<file path="src/rtl/keypad_scan_ctrl.sv">
// Moore control FSM sequencing one keypad press: scan, sync, debounce, re-check, send, await release.
// Outputs are decoded from the state register only, so every enable lags its cause by one clock.
module keypad_scan_ctrl #(
    parameter int SYNC_TIMEOUT   = 16,
    parameter int RELEASE_CYCLES = 64
) (
    input  logic       clk,
    input  logic       reset,
    input  logic       buttonpush,
    input  logic       synch_done,
    input  logic       debounce_done,
    input  logic       post_debounce,
    output logic       scan_counter_en,
    output logic       WE_synch,
    output logic       debouncer_counter_en,
    output logic       check_again,
    output logic       WE_send,
    output logic       key_event,
    output logic [2:0] state,
    output logic [7:0] abort_cnt
);

    localparam int SW = $clog2(SYNC_TIMEOUT + 1);
    localparam int RW = $clog2(RELEASE_CYCLES + 1);
    localparam logic [SW-1:0] SYNC_LAST = SW'(SYNC_TIMEOUT - 1);
    localparam logic [RW-1:0] REL_LAST  = RW'(RELEASE_CYCLES - 1);

    typedef enum logic [2:0] {
        S_SCAN    = 3'd0,
        S_SYNC    = 3'd1,
        S_DEB     = 3'd2,
        S_CHECK   = 3'd3,
        S_VERIFY  = 3'd4,
        S_SEND    = 3'd5,
        S_HOLD    = 3'd6,
        S_ILLEGAL = 3'd7
    } state_t;

    state_t          r_state;
    state_t          w_next;
    logic            w_abort;
    logic [SW-1:0]   r_sync_cnt;
    logic [RW-1:0]   r_rel_cnt;
    logic [7:0]      r_abort_cnt;

    // Counters are held at zero outside their own state, which gives the clear-on-entry behaviour.
    always_ff @(posedge clk) begin
        if (reset) begin
            r_state     <= S_SCAN;
            r_sync_cnt  <= '0;
            r_rel_cnt   <= '0;
            r_abort_cnt <= '0;
        end else begin
            r_state <= w_next;
            if (r_state == S_SYNC) begin
                r_sync_cnt <= r_sync_cnt + 1'b1;
            end else begin
                r_sync_cnt <= '0;
            end
            if (r_state == S_HOLD && !buttonpush) begin
                r_rel_cnt <= r_rel_cnt + 1'b1;
            end else begin
                r_rel_cnt <= '0;
            end
            if (w_abort && r_abort_cnt != 8'hFF) begin
                r_abort_cnt <= r_abort_cnt + 8'd1;
            end
        end
    end

    always_comb begin
        w_next  = r_state;
        w_abort = 1'b0;
        case (r_state)
            S_SCAN: begin
                if (buttonpush) w_next = S_SYNC;
            end
            S_SYNC: begin
                if (synch_done) begin
                    w_next = S_DEB;
                end else if (!buttonpush || r_sync_cnt == SYNC_LAST) begin
                    w_next  = S_SCAN;
                    w_abort = 1'b1;
                end
            end
            S_DEB: begin
                if (debounce_done) w_next = S_CHECK;
            end
            S_CHECK: begin
                w_next = S_VERIFY;
            end
            S_VERIFY: begin
                if (post_debounce) begin
                    w_next = S_SEND;
                end else begin
                    w_next  = S_SCAN;
                    w_abort = 1'b1;
                end
            end
            S_SEND: begin
                w_next = S_HOLD;
            end
            S_HOLD: begin
                if (!buttonpush && r_rel_cnt == REL_LAST) w_next = S_SCAN;
            end
            S_ILLEGAL: begin
                w_next = S_SCAN;
            end
        endcase
    end

    always_comb begin
        scan_counter_en      = (r_state == S_SCAN);
        WE_synch             = (r_state == S_SYNC);
        debouncer_counter_en = (r_state == S_DEB);
        check_again          = (r_state == S_CHECK) || (r_state == S_VERIFY);
        WE_send              = (r_state == S_SEND);
        key_event            = (r_state == S_SEND);
    end

    assign state     = r_state;
    assign abort_cnt = r_abort_cnt;

endmodule

</file>
<file path="config.mk">
export PLATFORM = sky130hd
export DESIGN_NAME = keypad_scan_ctrl
export DESIGN_NICKNAME = d
export VERILOG_FILES = /design/src/rtl/keypad_scan_ctrl.sv
export SDC_FILE = /design/constraint.sdc
export NUM_CORES = 1
export LEC_CHECK = 0
export CAP_MARGIN = 10
export CORE_AREA = 2 2 52 54
export DETAILED_ROUTE_END_ITERATION = 6
export DIE_AREA = 0 0 54 56
export PLACE_DENSITY_LB_ADDON = 0.3
export SYNTH_ARGS = -nofsm -noshare
export SYNTH_HDL_FRONTEND = slang
export SYNTH_SLANG_ARGS = --single-unit
</file>
<file path="constraint.sdc">
create_clock -name clk -period 2.69 [get_ports clk]
set_clock_uncertainty 0.15 [all_clocks]
set_input_delay 0.538 -clock clk [delete_from_list [all_inputs] [get_ports clk]]
set_output_delay 0.538 -clock clk [all_outputs]
set_load 0.03 [all_outputs]
</file>
==> Yosys cells after proc, flatten, opt, wreduce, memory -nomap -nowiden <==
Index checks and enable logic that the tools add are counted.
{ "classes": {"eq_ne": 14, "add_sub_neg": 3, "n_bitwise": 2, "mux": 11, "n_reduce_logical": 10} }
{ "op_table": {"columns": ["operator", "count"], "rows": [
  ["$pmux W3 S8", 1],
  ["$mux W3", 6],
  ["$eq A3 B3 Y1 const B", 4],
  ["$add A8 B1 Y8 const B", 1],
  ["$ne A8 B8 Y1 const B", 1],
  ["$add A7 B1 Y7 const B", 1],
  ["$eq A7 B6 Y1 const B", 1],
  ["$eq A3 B2 Y1 const B", 2],
  ["$add A5 B1 Y5 const B", 1],
  ["$eq A5 B4 Y1 const B", 1],
  ["$ne A2 B2 Y1 const B", 2],
  ["$reduce_and A4 Y1", 1],
  ["$reduce_or A2 Y1", 2],
  ["$eq A3 B1 Y1 const B", 1],
  ["$logic_and A1 B1 Y1", 3],
  ["$logic_not A3 Y1", 1],
  ["$mux W1", 3],
  ["$ne A3 B2 Y1 const B", 1],
  ["$logic_or A1 B1 Y1", 2],
  ["$ne A2 B1 Y1 const B", 1],
  ["$not A1 Y1", 2],
  ["$pmux W1 S2", 1],
  ["$logic_not A1 Y1", 1]
]} }
{ "word_totals": {"wordCells": 44, "inputBits": 6, "ff_bits": 23, "out_inout_bits": 17} }

==> Logic depth before layout (Yosys ltp) <==
{ "depth": {"depth_word": 6, "ltp_mapped": 8, "ltp_nobuf": 7} }

==> Least setup slack after synthesis <==
OpenSTA, ideal clock, no wires.
{ "synth_path": {"path_kind": "reg2reg", "startpoint": "reg r_sync_cnt[0]", "endpoint": "reg r_abort_cnt[5] (netlist: abort_cnt[5])", "slack_ns": 0.389, "n_path_buf": 1, "required_time_ns": 2.417, "t_arrival_ns": 2.028, "period_less_slack_ns": 2.301, "stages_incl_launch_ff": 9, "setup_time_ns": 0.123, "cell_sequence": "dfxtp_1 -> ha_1 -> and3_1 -> ha_1 -> and2b_1 -> o32a_4 -> buf_6 -> nor4_2 -> mux2_1"} }
{ "synth_between": {"elab_chain_cells": 6} }
{ "synth_lines": {"columns": ["element", "line", "rtl"], "rows": [
  ["start: declaration", "42", "logic [SW-1:0] r_sync_cnt;"],
  ["start signal: assignment", "56", "r_sync_cnt <= r_sync_cnt + 1'b1;"],
  ["$eq A5 B4 Y1", "81", "end else if (!buttonpush || r_sync_cnt == SYNC_LAST) begin"],
  ["$logic_or A1 B1 Y1", "81", null],
  ["$mux W1", "81", null],
  ["$mux W1", "79", "if (synch_done) begin"],
  ["$pmux W1 S2", "74", "case (r_state)"],
  ["$logic_and A1 B1 Y1", "65", "if (w_abort && r_abort_cnt != 8'hFF) begin"],
  ["end signal: assignment", "66", "r_abort_cnt <= r_abort_cnt + 8'd1;"],
  ["end: declaration", "44", "logic [7:0] r_abort_cnt;"]
]} }
No other way between the ends.
A chain may end at the register's enable or synchronous reset.

==> Worst setup path after layout <==
{ "layout_path": {"startpoint": "reg r_state[0] (netlist: state[0])", "endpoint": "out WE_synch"} }
{ "layout_between": {"elab_chain_cells": 1} }
{ "layout_lines": {"columns": ["element", "line", "rtl"], "rows": [
  ["start: declaration", "39", "state_t r_state;"],
  ["start signal: assignment", "54", "r_state <= w_next;"],
  ["$eq A3 B1 Y1", "114", "WE_synch = (r_state == S_SYNC);"],
  ["end: declaration", "14", "output logic WE_synch,"]
]} }
No other way between the ends.

==> results <==
stage by stage:
stage	instance area, um2	worst slack, ns	utilization [%]
final	1430	0.0894	58.6
after global routing	1430	0.0188	58.6
after CTS	1420	0.0457	58.5
after detailed placement	1400	0.127	57.4
after global placement	1400	0.211	57.4
after floorplan	1170	0.389	-
what timing repair did:
item / 4_1_cts / 5_1_grt
setup endpoints to repair: 1 / 1
hold buffers: 0 / 0
gates resized for setup: 1 / 1
setup buffers: 0 / 0
gates cloned: 0 / 0
worst register-to-register path, delay by kind of cell, from the launching register on:
family                   cells  cell delay [ns]
flip-flops                   1             0.37
AO/OA/AOI/OAI                1             0.37
multiplexers                 1             0.35
adder cells (fa/ha/maj)      2             0.36
AND/OR/NAND/NOR              3             0.66
cells in the final DEF (no fill, tap or decap), types with 2 or more instances in the layout:
master / n
sky130_fd_sc_hd__nand3_1: 11
sky130_fd_sc_hd__o21ai_0: 3
sky130_fd_sc_hd__nand2_1: 3
sky130_fd_sc_hd__nor2_1: 17
sky130_fd_sc_hd__clkdlybuf4s50_1: 21
sky130_fd_sc_hd__nor2b_1: 2
sky130_fd_sc_hd__o211ai_1: 2
sky130_fd_sc_hd__dfxtp_1: 22
sky130_fd_sc_hd__xor2_1: 4
sky130_fd_sc_hd__xnor2_1: 2
sky130_fd_sc_hd__clkbuf_4: 3
sky130_fd_sc_hd__a21oi_1: 8
sky130_fd_sc_hd__or2_2: 2
sky130_fd_sc_hd__ha_1: 4
sky130_fd_sc_hd__nor3_1: 3
sky130_fd_sc_hd__or4_1: 4
sky130_fd_sc_hd__or3_1: 2
sky130_fd_sc_hd__inv_1: 8
sky130_fd_sc_hd__nand2b_1: 5
sky130_fd_sc_hd__o31ai_1: 3
metal layers:
layer | global-route usage [%] | share of wire (%)
met2 | 26.1 | 45
met4 | 7.50 | 1.5
met3 | 2.69 | 5.1
met5 | 0 | 0
met1 | 22.0 | 48
area by class of cell:
cell class / instances / area share, %
Clock buffer: 4 / 1.84
Inverter: 8 / 2.11
Multi-Input combinational cell: 97 / 44.9
Sequential cell: 23 / 32.4
Tap cell: 30 / 2.63
Timing Repair Buffer: 23 / 16.1
cells by family (layout without fill, tap and decap cells):
group                    Yosys count  count (layout)  share of synthesized area [%]
adder cells (fa/ha/maj)            4               4                           4.29
AND/OR/NAND/NOR                   61              61                           29.3
flip-flops                        23              23                           39.5
buffers and inverters             13              35                           5.58
XOR/XNOR                           6               6                           4.51
AO/OA/AOI/OAI                     23              23                           14.1
multiplexers                       3               3                           2.79
state kept, by name, summed over array words and instances, names as in the netlist:
name / cells
abort_cnt: 8
r_rel_cnt: 7
r_sync_cnt: 5
state: 3
path summary, 6_finish.rpt:
kind | startpoint | to | slack (ns)
worst max-delay path | state[0] | WE_synch | 0.09
worst min-delay path | r_sync_cnt[0] | r_sync_cnt[0] | 0.30
worst max register to register | r_sync_cnt[0] | abort_cnt[5] | 0.32
worst min register to register | r_sync_cnt[0] | r_sync_cnt[0] | 0.30
report_power, final:
part	leakage, uW	internal [uW]	switching (uW)	total, uW
registers	0.000186	372	55.9	428
logic	0.000306	199	266	465
clock network	0.0000150	57.7	94.2	152
total	0.000507	629	416	1040
==> impl.org <==
** Status
- The run finished with clean final reports.

** Die
- After floorplanning, the core was sized to cover 2430 um2.
- Measured along the x axis, the die boundary spans 54 um.
- In this run the vertical extent of the chip is 56 um.
- Row cnt :: 18
- Total Die Area :: 3020 um2
- Boundary pin count :: 23
- The initial utilization of the core area, before any placement, comes to 47.9%.

** Synthesis
- Number of distinct library cells after synthesis :: 45
- Library cell with the highest instance count after synthesis :: sky130_fd_sc_hd__dfxtp_1
- Area share of the leading cell type in the synthesized netlist :: 39.5%
- Counting flops with a built-in enable in the synthesized netlist gives 0.
- Number of synthesized register bits :: 23
- During synthesis, Yosys emitted a total of 0 warnings.
- Top post-synthesis cells by count :: sky130_fd_sc_hd__dfxtp_1 (23), sky130_fd_sc_hd__nor2_1 (17), sky130_fd_sc_hd__nand3_1 (11)
- sky130_fd_sc_hd__dfxtp_1 takes more of the synthesized area than any other cell.
- Yosys attributes the largest share of cell area to sky130_fd_sc_hd__dfxtp_1 (39%), sky130_fd_sc_hd__nor2_1 (5.5%), sky130_fd_sc_hd__nand3_1 (4.7%).
- Fraction of registers with async set or reset after synthesis :: 0%
- When the netlist entered floorplanning its net count stood at 143.
- For this run, the leading register cell type out of synthesis is sky130_fd_sc_hd__dfxtp_1.
- Sequential share of the synthesized area :: 39.5%
- Synthesis produced a netlist whose cell count is 133.
- The average instance in the mapped netlist occupies 8.77 um2.
- Summing every instance area after synthesis gives 1170 um2.

** Critical path
- Maximum single-stage delay on the critical path :: 0.66 ns
- Number of buffer and inverter instances along the worst setup path :: 2
- Data arrives at the worst endpoint at 1.91 ns.
- STA classifies the critical path startpoint as a register.
- The kind of cell with the highest combined delay along the critical path is buffers and inverters.
- The worst setup path is of the register to primary output kind.
- STA puts the critical path data required time at 2.00 ns.
- Cell Chain, Critical Path :: or3b_4 > inv_1 > clkdlybuf4s50_1
- Counting cells, the worst reg-to-reg path comes to 7.
- Critical path depth :: 3
- The worst setup path is captured at a primary output.
- Of all nets on the critical path, the largest fanout is 12.
- Among all stages on the critical path, the largest delay is contributed by sky130_fd_sc_hd__clkdlybuf4s50_1.

** Detailed routing
- For this run, design rule violations remaining after detail routing come to 0.
- After detailed routing, the average wire length per cell comes to 12.4 um.
- Vias per cell :: 5.55
- DRT Wirelength :: 2300 um
- The first detailed-routing pass ran for 4 iterations.
- In this run the remaining antenna-violating nets after routing total 0.
- Across all layers, the routed design uses 1,026 vias.
- Initial DRC count :: 24

** Timing
- RSZ-0062 raised after global routing :: no
- Timing would allow up to 385 MHz.
- Worst hold-check slack :: 0.304 ns
- Total of endpoints with negative setup slack in the final report :: 0
- Fin crit period :: 2.60 ns
- Slew HR :: 63.4%
- Summed over all failing endpoints, the final setup total negative slack is 0 ns.
- Final worst path period share :: 96.7%
- The count of pins over their slew limit is 0.
- For the pin with the worst max-slew slack, the measured transition is 0.547 ns.
- The final-report hold violation count was 0.

** Power and ir drop
- Total power for the finished layout comes to 1040 uW.
- Highest ir drop seen on vdd :: 0.546 mV
- Power spread over the standard cell area amounts to 733 nW/um2.
- Cell leakage power :: 0.000507 uW

** Cells and area
- From synthesis to final layout, the design area changed by 22.3%.
- Combined area of the multi-input logic cells :: 641 um2
- Net count reported at finish :: 166
- The filler cells instantiated in the layout total 221.
- The sequential cells in the finished layout cover a total of 462 um2.
- The post-route netlist has 7.74% of its cells at a drive strength greater than 1.
- Filler-free cell count of the finished design :: 185
- The number of antenna diodes in the final layout is 0.

** Placed design
- At the end of routability-driven placement, the weighted congestion stood at 0.796.
- Once detailed placement completed, the half-perimeter wirelength came to 1690 um.
- Once placement completed, the tool counted placed cells totaling 181.
- Number of port buffers :: 22

** Clocking
- Number of buffers created by CTS :: 3
- Total number of clock tree sinks :: 23
- Buffer levels on the longest clock path :: 2
- Clock tree synthesis selected as its root buffer the cell sky130_fd_sc_hd__clkbuf_4.
- Clock latency of the later-clocked register in the worst-skew pair :: 0.30 ns
- Clock slew at reported path FFs :: 0.12 ns
- In this run the number of H-tree levels came out at 1.
- CTS tree :: done

** Job
- Maximum capacitance violations :: 0

** Global routing
- For this run, the total global-route usage over all layers was measured as 16.7%.
- Vias in the first global route :: 919
- Entering global routing, the biggest net connects 16 pins.
- First-pass GRT wire length :: 3840 um
- Global routing finished with a remaining overflow of 0.
- The initial antenna violation count came to 0.

** Hold path
- The path class of the tightest hold or removal check is register to register.
- Counting instances, the worst hold path has a depth of 1.
(Power assumes the default switching activity.)
